File: src/rtl/conv_mac_acc.sv
// Runtime-loadable KSIZE x KSIZE convolution MAC, accumulated over NUM_CH input
// channels, with bias, optional ReLU and output saturation. Four register stages.
module conv_mac_acc #(
  parameter int KSIZE  = 3,
  parameter int PIX_W  = 8,
  parameter int COEF_W = 16,
  parameter int ACC_W  = 24,
  parameter int NUM_CH = 1,
  parameter int RELU   = 0,
  localparam int TAPS    = KSIZE * KSIZE,
  localparam int CADDR_W = $clog2(TAPS * NUM_CH + 1)
) (
  input  logic                  i_clk,
  input  logic                  i_rst,
  input  logic [TAPS*PIX_W-1:0] i_pixel_data,
  input  logic                  i_pixel_data_valid,
  input  logic                  i_coef_wr_en,
  input  logic [CADDR_W-1:0]    i_coef_wr_addr,
  input  logic [COEF_W-1:0]     i_coef_wr_data,
  output logic [ACC_W-1:0]      o_convolved_data,
  output logic                  o_convolved_data_valid
);

  localparam int NCOEF  = TAPS * NUM_CH;
  localparam int PROD_W = COEF_W + PIX_W + 1;
  localparam int SUM_W  = PROD_W + $clog2(TAPS * NUM_CH) + 2;
  localparam int CH_W   = (NUM_CH > 1) ? $clog2(NUM_CH) : 1;
  localparam logic [CH_W-1:0] LAST_CH = CH_W'(NUM_CH - 1);
  localparam logic signed [SUM_W-1:0] OUT_MAX = {{(SUM_W-ACC_W+1){1'b0}}, {(ACC_W-1){1'b1}}};
  localparam logic signed [SUM_W-1:0] OUT_MIN = {{(SUM_W-ACC_W+1){1'b1}}, {(ACC_W-1){1'b0}}};

  // The bias lives in the top entry, directly above the last channel's taps.
  logic signed [COEF_W-1:0] coef [NCOEF+1];
  logic [CH_W-1:0]          ch_cnt;

  logic signed [PROD_W-1:0] prod_next [TAPS];
  logic signed [PROD_W-1:0] prod [TAPS];
  logic                     s1_valid, s1_first, s1_last;
  logic signed [SUM_W-1:0]  row_next [KSIZE];
  logic signed [SUM_W-1:0]  row [KSIZE];
  logic                     s2_valid, s2_first, s2_last;
  logic signed [SUM_W-1:0]  win_next;
  logic signed [SUM_W-1:0]  win;
  logic                     s3_valid, s3_first, s3_last;
  logic signed [SUM_W-1:0]  acc;
  logic signed [SUM_W-1:0]  acc_in;
  logic signed [SUM_W-1:0]  res;
  logic signed [SUM_W-1:0]  res_relu;
  logic [ACC_W-1:0]         out_data;
  logic                     out_valid;

  function automatic logic [CADDR_W-1:0] coef_idx(input logic [CH_W-1:0] ch, input int t);
    return CADDR_W'(ch) * CADDR_W'(TAPS) + CADDR_W'(t);
  endfunction

  function automatic logic [ACC_W-1:0] saturate(input logic signed [SUM_W-1:0] v);
    if (v > OUT_MAX) begin
      return OUT_MAX[ACC_W-1:0];
    end else if (v < OUT_MIN) begin
      return OUT_MIN[ACC_W-1:0];
    end else begin
      return v[ACC_W-1:0];
    end
  endfunction

  // Coefficient/bias store; out-of-range addresses are dropped.
  always_ff @(posedge i_clk) begin
    if (i_rst) begin
      for (int a = 0; a <= NCOEF; a++) coef[a] <= '0;
    end else if (i_coef_wr_en && (i_coef_wr_addr <= CADDR_W'(NCOEF))) begin
      coef[i_coef_wr_addr] <= i_coef_wr_data;
    end
  end

  // Channel counter advances only on accepted windows.
  always_ff @(posedge i_clk) begin
    if (i_rst) begin
      ch_cnt <= '0;
    end else if (i_pixel_data_valid) begin
      ch_cnt <= (ch_cnt == LAST_CH) ? '0 : ch_cnt + CH_W'(1);
    end
  end

  // Stage 1 multipliers: pixels are zero-extended into a signed operand.
  always_comb begin
    for (int t = 0; t < TAPS; t++) begin
      prod_next[t] = PROD_W'(coef[coef_idx(ch_cnt, t)])
                   * PROD_W'($signed({1'b0, i_pixel_data[t*PIX_W +: PIX_W]}));
    end
  end

  // Stage 1 registers; data may update freely, only valid/tags gate the accumulator.
  always_ff @(posedge i_clk) begin
    if (i_rst) begin
      s1_valid <= 1'b0;
      s1_first <= 1'b0;
      s1_last  <= 1'b0;
    end else begin
      s1_valid <= i_pixel_data_valid;
      s1_first <= (ch_cnt == '0);
      s1_last  <= (ch_cnt == LAST_CH);
    end
    prod <= prod_next;
  end

  // Stage 2 row sums.
  always_comb begin
    for (int r = 0; r < KSIZE; r++) begin
      row_next[r] = '0;
      for (int c = 0; c < KSIZE; c++) begin
        row_next[r] = row_next[r] + SUM_W'(prod[r*KSIZE + c]);
      end
    end
  end

  // Stage 2 registers.
  always_ff @(posedge i_clk) begin
    if (i_rst) begin
      s2_valid <= 1'b0;
      s2_first <= 1'b0;
      s2_last  <= 1'b0;
    end else begin
      s2_valid <= s1_valid;
      s2_first <= s1_first;
      s2_last  <= s1_last;
    end
    row <= row_next;
  end

  // Stage 3 window sum.
  always_comb begin
    win_next = '0;
    for (int r = 0; r < KSIZE; r++) begin
      win_next = win_next + row[r];
    end
  end

  // Stage 3 registers.
  always_ff @(posedge i_clk) begin
    if (i_rst) begin
      s3_valid <= 1'b0;
      s3_first <= 1'b0;
      s3_last  <= 1'b0;
    end else begin
      s3_valid <= s2_valid;
      s3_first <= s2_first;
      s3_last  <= s2_last;
    end
    win <= win_next;
  end

  // Final result: bias shares the product fraction, so it is only sign-extended.
  always_comb begin
    acc_in = s3_first ? '0 : acc;
    res    = acc_in + win + SUM_W'(coef[NCOEF]);
    if ((RELU != 0) && res[SUM_W-1]) begin
      res_relu = '0;
    end else begin
      res_relu = res;
    end
  end

  // Stage 4 accumulator and output register.
  always_ff @(posedge i_clk) begin
    if (i_rst) begin
      acc       <= '0;
      out_data  <= '0;
      out_valid <= 1'b0;
    end else begin
      out_valid <= 1'b0;
      if (s3_valid) begin
        if (s3_last) begin
          acc       <= '0;
          out_data  <= saturate(res_relu);
          out_valid <= 1'b1;
        end else begin
          acc <= s3_first ? win : acc + win;
        end
      end
    end
  end

  assign o_convolved_data       = out_data;
  assign o_convolved_data_valid = out_valid;

endmodule

File: config.mk
export PLATFORM = sky130hd
export DESIGN_NAME = conv_mac_acc
export DESIGN_NICKNAME = d
export VERILOG_FILES = /design/src/rtl/conv_mac_acc.sv
export SDC_FILE = /design/constraint.sdc
export NUM_CORES = 2
export LEC_CHECK = 0
export CAP_MARGIN = 40
export CORE_MARGIN = 10
export CORE_UTILIZATION = 35
export CTS_CLUSTER_SIZE = 28
export DETAILED_ROUTE_END_ITERATION = 8
export DONT_BUFFER_PORTS = 1
export MAX_ROUTING_LAYER = met4
export REMOVE_ABC_BUFFERS = 1
export SYNTH_ARGS = -nofsm -noshare
export SYNTH_HDL_FRONTEND = slang
export SYNTH_SLANG_ARGS = --single-unit
export TNS_END_PERCENT = 10
File: constraint.sdc
create_clock -name i_clk -period 7.1 [get_ports i_clk]
set_input_delay 1.065 -clock i_clk [delete_from_list [all_inputs] [get_ports i_clk]]
set_output_delay 1.065 -clock i_clk [all_outputs]
set_load 0.01 [all_outputs]
# Word-level counts from Yosys, hierarchy flattened
# Memories as Yosys holds them, arrays and structs flattened.
# Index checks and enable logic that the tools add are counted.
[totals] ram_bits=160 mem_count=1 inputBits=96 regBits=398 output_inout_bits=25 word_cells=77
[op_classes] n_addsub=20 n_bitwise=2 mux=14 reduce_logical=4 n_mul=10 magnitude_cmp=3
[memory_table] name="coef" words=10 width=16 rd=10 rd_ports_with_merged_regs=0 write_ports=10 line_no="33" rtl="logic signed [COEF_W-1:0] coef [NCOEF+1];"
[op_table] cell="16-bit by 9-bit multiplier with 25-bit output" n=9
[op_table] cell="26-bit by 25-bit adder with 27-bit output" n=3
[op_table] cell="25-bit by 25-bit adder with 26-bit output" n=3
[op_table] cell="31-bit by 29-bit adder with 31-bit output" n=2
[op_table] cell="31-bit two-way mux" n=2
[op_table] cell="24-bit two-way mux" n=2
[op_table] cell="31-bit by 16-bit adder with 31-bit output" n=1
[op_table] cell="31-bit by 24-bit > comparator with 1-bit output, second input constant" n=1
[op_table] cell="31-bit by 24-bit < comparator with 1-bit output, second input constant" n=1
[op_table] cell="28-bit by 27-bit adder with 29-bit output" n=1
[op_table] cell="27-bit by 27-bit adder with 28-bit output" n=1
[op_table] cell="4-bit by 3-bit adder with 4-bit output, second input constant" n=4
[op_table] cell="16-bit two-way mux" n=1
[op_table] cell="16-bit OR reduction" n=1
[op_table] cell="4-bit by 2-bit adder with 4-bit output, second input constant" n=2
[op_table] cell="1-bit two-way mux" n=8
[op_table] cell="4-bit by 1-bit adder with 4-bit output, second input constant" n=1
[op_table] cell="4-bit adder, second input constant" n=1
[op_table] cell="4-bit <= comparator, second input constant" n=1
[op_table] cell="1-bit by 4-bit multiplier with 4-bit output, second input constant" n=1
[op_table] cell="4-bit two-way mux" n=1
[op_table] cell="1-bit inverter" n=2
[op_table] cell="2-bit AND reduction" n=1
[op_table] cell="2-bit OR reduction" n=1
[op_table] cell="2 further kinds" n=2

# Logic depth before layout (Yosys ltp)
[depth] ltp_word=7 mapped_depth=23 ltp_nobuf=22

# Worst setup path before layout
# Ideal clock, no wire load.
[synth_path] kind="in2reg" start="in i_pixel_data[40]" end="reg prod[98] (netlist name)" n_path_buf=1 path_slack_ns=1.255 arrival_time_ns=5.773 required_time_ns=7.028 path_stages=19 setup_ns=0.072 path_cell_list="clkbuf_1 -> nand2_1 -> fa_1 -> inv_1 -> fa_1 -> fa_1 -> inv_1 -> fa_1 -> inv_1 -> ha_1 -> or3_1 -> o211ai_2 -> o21ai_1 -> o41a_1 -> a41o_1 -> o41a_1 -> a21o_1 -> a21oi_2 -> xnor2_1"
[synth_lines] item="from (decl)" line_no="15" rtl="input logic [TAPS*PIX_W-1:0] i_pixel_data,"
[synth_lines] item="to (signal assigned)" line_no="103" rtl="prod <= prod_next;"
[synth_lines] item="to (decl)" line_no="37" rtl="logic signed [PROD_W-1:0] prod [TAPS];"

==> results.py <==
metrics = {
    "clock_tree": {
        "cts_max_level": 3,
        "ctsRootBufferMaster": "sky130_fd_sc_hd__clkbuf_16",
        "clock_tree_from_tritoncts": "yes",
        "clkLatencyLatePin_ns": 0.68,
        "cts_num_sinks": 557,
        "post-cts-setup-buffer-count": 0,
        "post_cts_resize_count": 0,
        "postCtsHoldBufs": 0,
        "clk_transition_reported_paths_ns": 0.06,
        "cts_buffers": 69,
        "cts_buffer_depth": 3,
    },
    "final_layout": {
        "fill_cells": 18285,
        "synthToLayoutAreaGrowth_pct": 8.42,
        "layout_cells_sized_above_1_pct": 2.86,
        "layout_commonest_cell": "sky130_fd_sc_hd__inv_1",
        "layout.nets": 8707,
        "highest_count_cells_in_the_layout_ignoring_fill_and_taps": "sky130_fd_sc_hd__inv_1, sky130_fd_sc_hd__fa_1, sky130_fd_sc_hd__and2_1",
    },
    "power": {
        "pwr-share-seq_pct": 16.5,
        "cellLeakagePower_nw": 34.6,
        "power.clock.fraction_pct": 10.2,
        "pwr_density_cell_mw_per_mm2": 495,
        "irDropWorstVdd_v": 0.000330,
        "netSwitchingFraction_pct": 48.5,
        "net-switching-power_mw": 17.1,
        "p_int_mw": 18.2,
        "power.combinational.fraction_pct": 73.3,
    },
    "sta": {
        "pins_over_their_slew_limit": 0,
        "fin_hold_ws_ns": 0.436,
        "fin_crit_ns": 5.49,
        "rsz_0062_raised_after_global_routing": "false",
        "fin_crit_sh_pct": 77.3,
        "setup_violations": 0,
        "worst-slew-pin-transition_ns": 0.816,
        "timing.setup.tns_ns": 0,
        "timing.final.hold_violations": 0,
        "slew_headroom_pct": 45.5,
        "max_clock_freq_ghz": 0.182,
        "final.setup_skew_ns": 0.0445,
    },
    "worst_setup_path": {
        "critical_path_arrival_ns": 6.08,
        "cell_by_cell_listing_of_the_critical_path": "and2_1, fa_1, inv_1, fa_1, inv_1, fa_1, inv_1, fa_1, inv_1, ha_1, or3_1, o211ai_2, o21ai_1, o41a_1, a41o_1, o41a_1, a21o_1, a21oi_2, xnor2_1",
        "critPathMaxStageDelay_ns": 0.56,
        "crit_path_max_fanout": 8,
        "worst-endpoint-required_ns": 7.69,
        "crit_path_end_kind": "flop",
        "critical_path.slowest_cell": "sky130_fd_sc_hd__fa_1",
        "setup_cp_type": "reg -> reg",
        "cp-start-kind": "flop",
    },
    "die": {
        "design.portCount": 121,
        "die_height_um": 453,
        "design.die.area_sq_mm": 0.206,
        "coreArea_sq_mm": 0.186,
        "die_width_um": 453,
        "initial_core_util_pct": 35.3,
        "row_count": 158,
    },
    "drt": {
        "remaining_drc_errors": 0,
        "via_count_of_the_routed_design": 45381,
        "post_drt_via_cell_ratio": 4.79,
        "postRouteWirelength_um": 167000,
        "detail-route-antenna-nets": 0,
        "route.detailed.wl_per_inst_um": 17.6,
        "drt_first_pass_iters": 5,
        "drt_first_iter_violations": 2020,
    },
    "worst_hold_path": {
        "worst_hold_path_type": "reg -> reg",
    },
    "yosys": {
        "dominant_register_cell_in_the_synthesized_netlist": "sky130_fd_sc_hd__dfxtp_1",
        "post_synth_instance_area_sq_mm": 0.0657,
        "synthCells": 6960,
        "postSynth.asyncResetShare_pct": 0,
        "synth-seq-cells": 557,
        "post_synth.cell_area_avg_sq_um": 9.44,
        "yosysSeqAreaShare_pct": 19.4,
        "synth.lib_cells_used.distinct": 87,
        "synth-edff-count": 160,
        "synth.yosys.warnings": 0,
    },
    "global_route": {
        "grt_start_max_net_pins": 51,
        "vias_in_the_first_global_route": 48051,
        "globalRoute.totalOverflow": 0,
        "gr-usage-all-layers_pct": 16.9,
        "antenna_found_initial": 9,
        "wire_length_of_the_first_global_routing_pass_um": 268000,
    },
    "outcome": {
        "run_status": "finished, final reports clean",
    },
    "placed_design": {
        "place.gp.congestion": 0.865,
        "dp.final_hpwl_um": 140000,
        "port_buffers": 0,
    },
    "run": {
        "drv.max_cap_violation_count": 0,
    },
}
-- critical path, delay by kind of cell (launching register included) --
family | cells | cell delay [ns]
compound gates | 7 | 1.67
simple gates | 2 | 0.61
xor+xnor | 1 | 0.13
fa+ha+maj | 5 | 2.26
buf+inv | 4 | 0.21
flops | 1 | 0.54
-- logic make-up (layout without fill, tap and decap cells) --
family                   Yosys count  count (layout)  share of synthesized area (%)
flip-flops                       557             557                           19.4
adder cells (fa/ha/maj)         1667            1667                           43.8
AO/OA/AOI/OAI                    770             770                           7.63
XOR/XNOR                         327             327                           4.40
other                              0               6                              0
AND/OR/NAND/NOR                 2039            2039                           15.6
multiplexers                       2               2                         0.0305
buffers and inverters           1598            1634                           9.18
-- synthesized netlist by cell type, types with 8 or more instances --
master | instances | area, sq um
sky130_fd_sc_hd__inv_1 | 1481 | 5560
sky130_fd_sc_hd__a211oi_1 | 27 | 203
sky130_fd_sc_hd__ha_1 | 611 | 7640
sky130_fd_sc_hd__edfxtp_1 | 160 | 4800
sky130_fd_sc_hd__and2_1 | 709 | 4440
sky130_fd_sc_hd__a41oi_1 | 8 | 70.1
sky130_fd_sc_hd__xor2_1 | 71 | 622
sky130_fd_sc_hd__a21oi_1 | 233 | 1170
sky130_fd_sc_hd__o211ai_1 | 16 | 120
sky130_fd_sc_hd__nand4_1 | 13 | 81.3
sky130_fd_sc_hd__nor3_1 | 70 | 350
sky130_fd_sc_hd__o21ai_0 | 148 | 741
sky130_fd_sc_hd__or2_2 | 13 | 81.3
sky130_fd_sc_hd__a21o_1 | 84 | 631
sky130_fd_sc_hd__a211o_1 | 15 | 131
sky130_fd_sc_hd__and3_1 | 36 | 225
sky130_fd_sc_hd__nand3_1 | 63 | 315
sky130_fd_sc_hd__o21bai_1 | 35 | 263
sky130_fd_sc_hd__a22oi_1 | 20 | 150
sky130_fd_sc_hd__or3_1 | 29 | 181
sky130_fd_sc_hd__a21boi_0 | 18 | 135
sky130_fd_sc_hd__dfxtp_1 | 397 | 7950
sky130_fd_sc_hd__nor2b_1 | 80 | 500
sky130_fd_sc_hd__o31ai_1 | 9 | 67.6
sky130_fd_sc_hd__fa_1 | 1056 | 21100
sky130_fd_sc_hd__nor2_1 | 369 | 1390
sky130_fd_sc_hd__xnor2_1 | 254 | 2220
sky130_fd_sc_hd__o21a_1 | 29 | 218
sky130_fd_sc_hd__nand2b_1 | 33 | 206
sky130_fd_sc_hd__a31oi_1 | 22 | 138
sky130_fd_sc_hd__o21ai_1 | 19 | 95.1
sky130_fd_sc_hd__clkbuf_1 | 107 | 402
sky130_fd_sc_hd__nand2_1 | 593 | 2230
-- sequential cells by signal, indices dropped and copies added (netlist names) --
| register | flops |
|---|---|
| o_convolved_data_valid | 1 |
| acc | 31 |
| s3_last | 1 |
| s2_last | 1 |
| win | 29 |
| o_convolved_data | 24 |
| s2_valid | 1 |
| s3_valid | 1 |
| coef | 160 |
| row | 81 |
| s1_valid | 1 |
| s1_last | 1 |
| prod | 225 |
-- power groups by stage --
stage | clock network, mW | logic [mW] | registers [mW]
floorplan | 0 | 19.8 | 5.34
global placement | 0 | 25.4 | 5.92
detailed placement | 0 | 25.8 | 5.91
CTS | 3.71 | 26.1 | 5.86
global route | 3.82 | 29.3 | 5.95
finish | 3.60 | 25.8 | 5.83
-- path summary, 6_finish.rpt --
| path | start | end | slack (ns) | cells after the start |
|---|---|---|---|---|
| setup / recovery | coef[5][5] | prod[98] | 1.61 | 19 |
| hold / removal | s2_valid | s3_valid | 0.44 | 1 |
| hold reg to reg | s2_valid | s3_valid | 0.44 | 1 |
| setup reg to reg | coef[5][5] | prod[98] | 1.61 | 19 |
-- metrics by stage --
step | util [%] | power [mW] | setup slack, ns | area [sq um] | std cells
final | 38.3 | 35.3 | 1.61 | 71300 | 9482
after floorplan | - | 25.2 | 1.49 | 65300 | 6844
after global routing | 38.3 | 39.1 | 1.23 | 71200 | 9476
after CTS | 38.3 | 35.6 | 1.61 | 71200 | 9476
after detailed placement | 37.1 | 31.7 | 1.23 | 68900 | 9353
after global placement | 36.8 | 31.3 | 1.26 | 68400 | 9331
-- layout make-up --
cell class	instances	area, sq um	share of cell area (%)
Antenna cell	6	15.0	0.0211
Clock buffer	98	2050	2.88
Inverter	1482	5560	7.81
Tap cell	2480	3100	4.35
Sequential cell	557	12800	17.9
Multi-Input combinational cell	4805	47000	65.9
Clock inverter	25	241	0.339
Timing Repair Buffer	29	553	0.776
-- layer usage --
metal / up-vias / wire, um / track usage (%)
met3: 174 / 8510 / 2.80
li1: 21499 / - / -
met5: - / 0 / -
met4: 0 / 3550 / 4.04
met1: 22919 / 73400 / 21.3
met2: 789 / 81800 / 28.4
Note: power is estimated with default switching activity, not from simulation.
